<file path="src/rtl/multi_timer.sv">
// multi_timer: CHANNELS independent up-counters sharing one prescaler tick.
// Each channel has CTRL {irqen, periodic, en}, STATUS (sticky match, W1C),
// COUNT and TARGET registers on a small 5-bit register map.
//
// Handshake: there is none. A write is accepted on every posedge clk where
// we=1 and addr decodes to an existing channel. Reads are purely combinational
// from addr with no valid/ready qualifier.
module multi_timer #(
  parameter int CHANNELS       = 2,
  parameter int WIDTH          = 32,
  parameter int PRESCALE       = 1,
  parameter int DEFAULT_TARGET = 500
) (
  input  logic                clk,
  input  logic                rst,
  input  logic                we,
  input  logic [4:0]          addr,
  input  logic [31:0]         dataIn,
  output logic [31:0]         dataOut,
  output logic [CHANNELS-1:0] flag,
  output logic                irq
);

  localparam logic [15:0]      PS_LAST = 16'(PRESCALE - 1);
  localparam logic [WIDTH-1:0] TGT_RST = WIDTH'(DEFAULT_TARGET);

  localparam logic [1:0] REG_CTRL   = 2'd0;
  localparam logic [1:0] REG_STATUS = 2'd1;
  localparam logic [1:0] REG_COUNT  = 2'd2;
  localparam logic [1:0] REG_TARGET = 2'd3;

  logic [15:0]         pre_q;
  logic                tick;
  logic [2:0]          ctrl_q   [CHANNELS];
  logic [CHANNELS-1:0] status_q;
  logic [WIDTH-1:0]    count_q  [CHANNELS];
  logic [WIDTH-1:0]    target_q [CHANNELS];
  logic [CHANNELS-1:0] match;
  logic [CHANNELS-1:0] wr_ch;
  logic [1:0]          reg_sel;

  assign reg_sel = addr[1:0];
  assign tick    = (pre_q == PS_LAST);

  // Shared prescaler: free-running 0..PRESCALE-1, tick on the last value.
  always_ff @(posedge clk) begin
    if (rst) begin
      pre_q <= '0;
    end else if (tick) begin
      pre_q <= '0;
    end else begin
      pre_q <= pre_q + 16'd1;
    end
  end

  // Per-channel match (on pre-update values) and write-select decode.
  always_comb begin
    match = '0;
    wr_ch = '0;
    for (int i = 0; i < CHANNELS; i++) begin
      match[i] = tick && ctrl_q[i][0] && (count_q[i] == target_q[i]);
      wr_ch[i] = we && addr[4] && (addr[3:2] == 2'(i));
    end
  end

  // Channel registers: a software write beats the hardware update of the same
  // register, except STATUS where a hardware set beats a W1C.
  always_ff @(posedge clk) begin
    if (rst) begin
      status_q <= '0;
      for (int i = 0; i < CHANNELS; i++) begin
        ctrl_q[i]   <= 3'b000;
        count_q[i]  <= '0;
        target_q[i] <= TGT_RST;
      end
    end else begin
      for (int i = 0; i < CHANNELS; i++) begin
        if (match[i]) begin
          status_q[i] <= 1'b1;
        end else if (wr_ch[i] && reg_sel == REG_STATUS && dataIn[0]) begin
          status_q[i] <= 1'b0;
        end

        if (wr_ch[i] && reg_sel == REG_CTRL) begin
          ctrl_q[i] <= dataIn[2:0];
        end else if (match[i] && !ctrl_q[i][1]) begin
          ctrl_q[i][0] <= 1'b0;
        end

        if (wr_ch[i] && reg_sel == REG_COUNT) begin
          count_q[i] <= dataIn[WIDTH-1:0];
        end else if (match[i]) begin
          // Periodic restarts from 0; one-shot parks at TARGET.
          count_q[i] <= ctrl_q[i][1] ? '0 : count_q[i];
        end else if (tick && ctrl_q[i][0]) begin
          count_q[i] <= count_q[i] + WIDTH'(1);
        end

        if (wr_ch[i] && reg_sel == REG_TARGET) begin
          target_q[i] <= dataIn[WIDTH-1:0];
        end
      end
    end
  end

  // Read mux: unselected block or nonexistent channel reads 0.
  always_comb begin
    dataOut = '0;
    for (int i = 0; i < CHANNELS; i++) begin
      if (addr[4] && addr[3:2] == 2'(i)) begin
        case (reg_sel)
          REG_CTRL:   dataOut = {29'd0, ctrl_q[i]};
          REG_STATUS: dataOut = {31'd0, status_q[i]};
          REG_COUNT:  dataOut = 32'(count_q[i]);
          default:    dataOut = 32'(target_q[i]);
        endcase
      end
    end
  end

  // Interrupt outputs straight from registered STATUS and CTRL.irqen.
  always_comb begin
    flag = '0;
    for (int i = 0; i < CHANNELS; i++) begin
      flag[i] = status_q[i] & ctrl_q[i][2];
    end
    irq = |flag;
  end

endmodule

</file>
<file path="config.mk">
export PLATFORM = sky130hd
export DESIGN_NAME = multi_timer
export DESIGN_NICKNAME = d
export VERILOG_FILES = /design/src/rtl/multi_timer.sv
export SDC_FILE = /design/constraint.sdc
export NUM_CORES = 1
export LEC_CHECK = 0
export CAP_MARGIN = 5
export CORE_ASPECT_RATIO = 0.7
export CORE_MARGIN = 8
export CORE_UTILIZATION = 45
export CTS_CLUSTER_SIZE = 28
export DETAILED_ROUTE_END_ITERATION = 10
export GPL_TIMING_DRIVEN = 0
export PLACE_DENSITY = 0.66
export SYNTH_ARGS = -nofsm -noshare
export SYNTH_HDL_FRONTEND = slang
export SYNTH_SLANG_ARGS = --single-unit
</file>
<file path="constraint.sdc">
create_clock -name clk -period 11.5 [get_ports clk]
set_input_delay 2.875 -clock clk [delete_from_list [all_inputs] [get_ports clk]]
set_output_delay 2.875 -clock clk [all_outputs]
set_load 0.02 [all_outputs]
</file>
==> results.yml <==
run_status:
  status: "completed"
setup_path:
  arrival_ps: 5600
  reg2reg_depth: 7
  critPathRequiredTime_ps: 8630
  endpoint_kind: "primary output"
  timing.rr.start: "count_q[0][28]"
  crit_type: "input port to primary output"
  r2r_setup_slack_ps: 8610
  r2r-end: "count_q[0][20]"
  path_max_fanout: 10
  cp-start-kind: "input port"
detailed_routing:
  wire_per_inst_um: 22.5
  drt_iter0_drc: 822
  wirelength_um: 27400
  viasPerCell: 5.98
  drt_pass1_iterations: 5
  drc: 0
  vias: 7295
  ant_nets: 0
cts:
  clockBufferDepth: 2
  postCtsSetupBuffers: 0
  clk_pin_slew_worst_paths_ps: 70
  hold_buffers: 0
  clock-root-buffer: "clkbuf_16"
  clock-sinks: 152
  clk_latency_ps: 440
  cts_resized: 0
  cts_buffers: 17
  cts_tree: "yes"
  htreeDepth: 4
timing:
  worst_slew_pin_slew_ps: 864
  hold_viol: 0
  skew_ps: 15.5
  rsz0062_at_grt: "false"
  final_max_slew_viol_count: 0
  period_needed_ps: 8470
  finalSetupViolCount: 0
  maxSlewHeadroom: 0.424
  final.setup.tns_ps: 0
  timing.final.crit_share: 0.737
  fmax_mhz: 118
floorplan:
  die_w_um: 187
  dieArea_um2: 25400
  coreArea_um2: 20000
  fp-row-count: 43
  die_h_um: 136
  ios: 75
  start_util: 0.462
hold_path:
  hold_class: "flip-flop to flip-flop"
  hold-path-endpoint: "pre_q[0]"
  min_from: "pre_q[0]"
  hold_depth: 1
logic_synthesis:
  synth_edf_count: 133
  synthArstFlopShare: 0
  synthFlopType: "edfxtp_1"
  synth_seq_cells: 152
  seq_area_frac_synth: 0.474
  syn-instance-count: 842
  ys.warnings.count: 0
  netlist-cell-type-count: 61
  syn_area_per_cell_um2: 10.9
  synth_area_um2: 9220
  synthesis.nets: 886
finish:
  syn_to_final_growth_pct: 19.0
  fillers: 1744
  fin_util: 0.550
  antenna_cells: 0
  drive_gt1_frac: 0.100
  nNetsFinal: 980
global_route:
  antenna_found_initial: 2
  grt_use_total: 0.214
  grt_max_degree: 33
  grt_pass1_wl_um: 41100
  grt_overflow: 0
  grt_pass1_vias: 6762
placement:
  routabilityCongestion: 0.917
  hpwlAfterDp_um: 21500
  port_buffers: 72
power_and_ir_drop:
  p_per_area_nw_per_um2: 124
  ir_worst_vdd_mv: 0.0891
  p_leak_nw: 3.80
job:
  timing.max_cap.violations: 0
Yosys cell counts (4+ instances only):
master / n / area, µm²
inv_1: 14 / 52.6
or3_1: 7 / 43.8
nor3_1: 20 / 100
and4_1: 11 / 96.3
buf_6: 5 / 56.3
dfxtp_1: 19 / 380
xor2_1: 104 / 911
o211ai_1: 8 / 60.1
and3_1: 5 / 31.3
mux2_2: 4 / 45.0
a32o_1: 4 / 40.0
nor2_1: 27 / 101
nand3_1: 26 / 130
buf_2: 19 / 95.1
or2_2: 4 / 25.0
nor4_1: 29 / 181
a21oi_1: 21 / 105
a221oi_1: 4 / 35.0
nand2_1: 53 / 199
mux2i_1: 58 / 581
o31ai_1: 6 / 45.0
xnor2_1: 28 / 245
o22ai_1: 29 / 181
nand2b_1: 8 / 50.1
clkbuf_1: 26 / 97.6
ha_1: 4 / 50.1
edfxtp_1: 133 / 3990
o2bb2ai_1: 32 / 280
nand4_1: 30 / 188
clkbuf_2: 4 / 20.0
o21ai_1: 6 / 30.0
and2_1: 35 / 219
o21ai_0: 15 / 75.1
cell families after synthesis:
kind of cell / after synthesis / share of synthesized area
compound gates: 143 / 0.111
xor+xnor: 132 / 0.125
fa+ha+maj: 4 / 0.00543
buf+inv: 69 / 0.0357
flops: 152 / 0.474
mux: 64 / 0.0732
simple gates: 278 / 0.175
area by class of cell:
class / count / area [µm²] / area share
multi-input combinational: 621 / 4550 / 0.415
buffer: 55 / 277 / 0.0252
inverter: 14 / 52.6 / 0.00479
sequential: 152 / 4370 / 0.399
clock inverter: 14 / 128 / 0.0116
clock buffer: 18 / 450 / 0.0411
timing repair buffer: 75 / 803 / 0.0732
tap: 270 / 338 / 0.0308
power by group:
part	switching, mW	total (mW)	leakage (nW)	internal (mW)
Sequential	0.0287	0.657	1.50	0.628
Clock	0.252	0.550	0.289	0.298
Combinational	0.0901	0.155	2.01	0.0652
Total	0.371	1.36	3.80	0.992
flip-flops by register name (all words and copies together), names as in the netlist:
name,cells
target_q,64
ctrl_q,6
count_q,64
status_q,2
pre_q,16
worst max-delay path: stages:
cell and delay [ps]:
clkdlybuf4s50_1 570, clkbuf_1 380, nand3_1 200, clkbuf_1 320
clkbuf_1 330, o22ai_1 260, clkdlybuf4s50_1 660
layer usage:
layer	vias to the layer above	track usage	share of wire
li1	3397	-	-
met1	3525	0.329	0.48
met2	350	0.296	0.41
met3	23	0.0471	0.11
met4	0	0.0554	0.013
met5	-	0	0
worst max path at each step:
stage | start | endpoint | slack [ps] | cells after the start
global placement | addr[1] | dataOut[21] | 3090 | 7
CTS | addr[1] | dataOut[20] | 3080 | 7
floorplan | addr[0] | dataOut[24] | 4470 | 5
finish | addr[1] | dataOut[20] | 3030 | 7
detailed placement | addr[1] | dataOut[21] | 3080 | 7
global route | addr[1] | dataOut[20] | 2950 | 7
cells in the final DEF (no fill, tap or decap), types with 28 or more instances in the layout:
| cell type | count |
|---|---|
| and2_1 | 35 |
| o2bb2ai_1 | 32 |
| edfxtp_1 | 133 |
| o22ai_1 | 29 |
| nor4_1 | 29 |
| mux2i_1 | 58 |
| xnor2_1 | 28 |
| clkdlybuf4s50_1 | 72 |
| nand2_1 | 53 |
| xor2_1 | 104 |
| nand4_1 | 30 |
metrics by stage:
stage	cells	setup slack, ps	cell area (µm²)	hold slack [ps]	total power, mW
global route	1219	2950	11000	503	1.40
detailed placement	1187	3080	10400	442	0.819
finish	1219	3030	11000	454	1.36
floorplan	842	4470	9220	425	0.749
CTS	1219	3080	11000	459	1.37
global placement	1184	3090	10300	438	0.815
(Power assumes the default switching activity.)
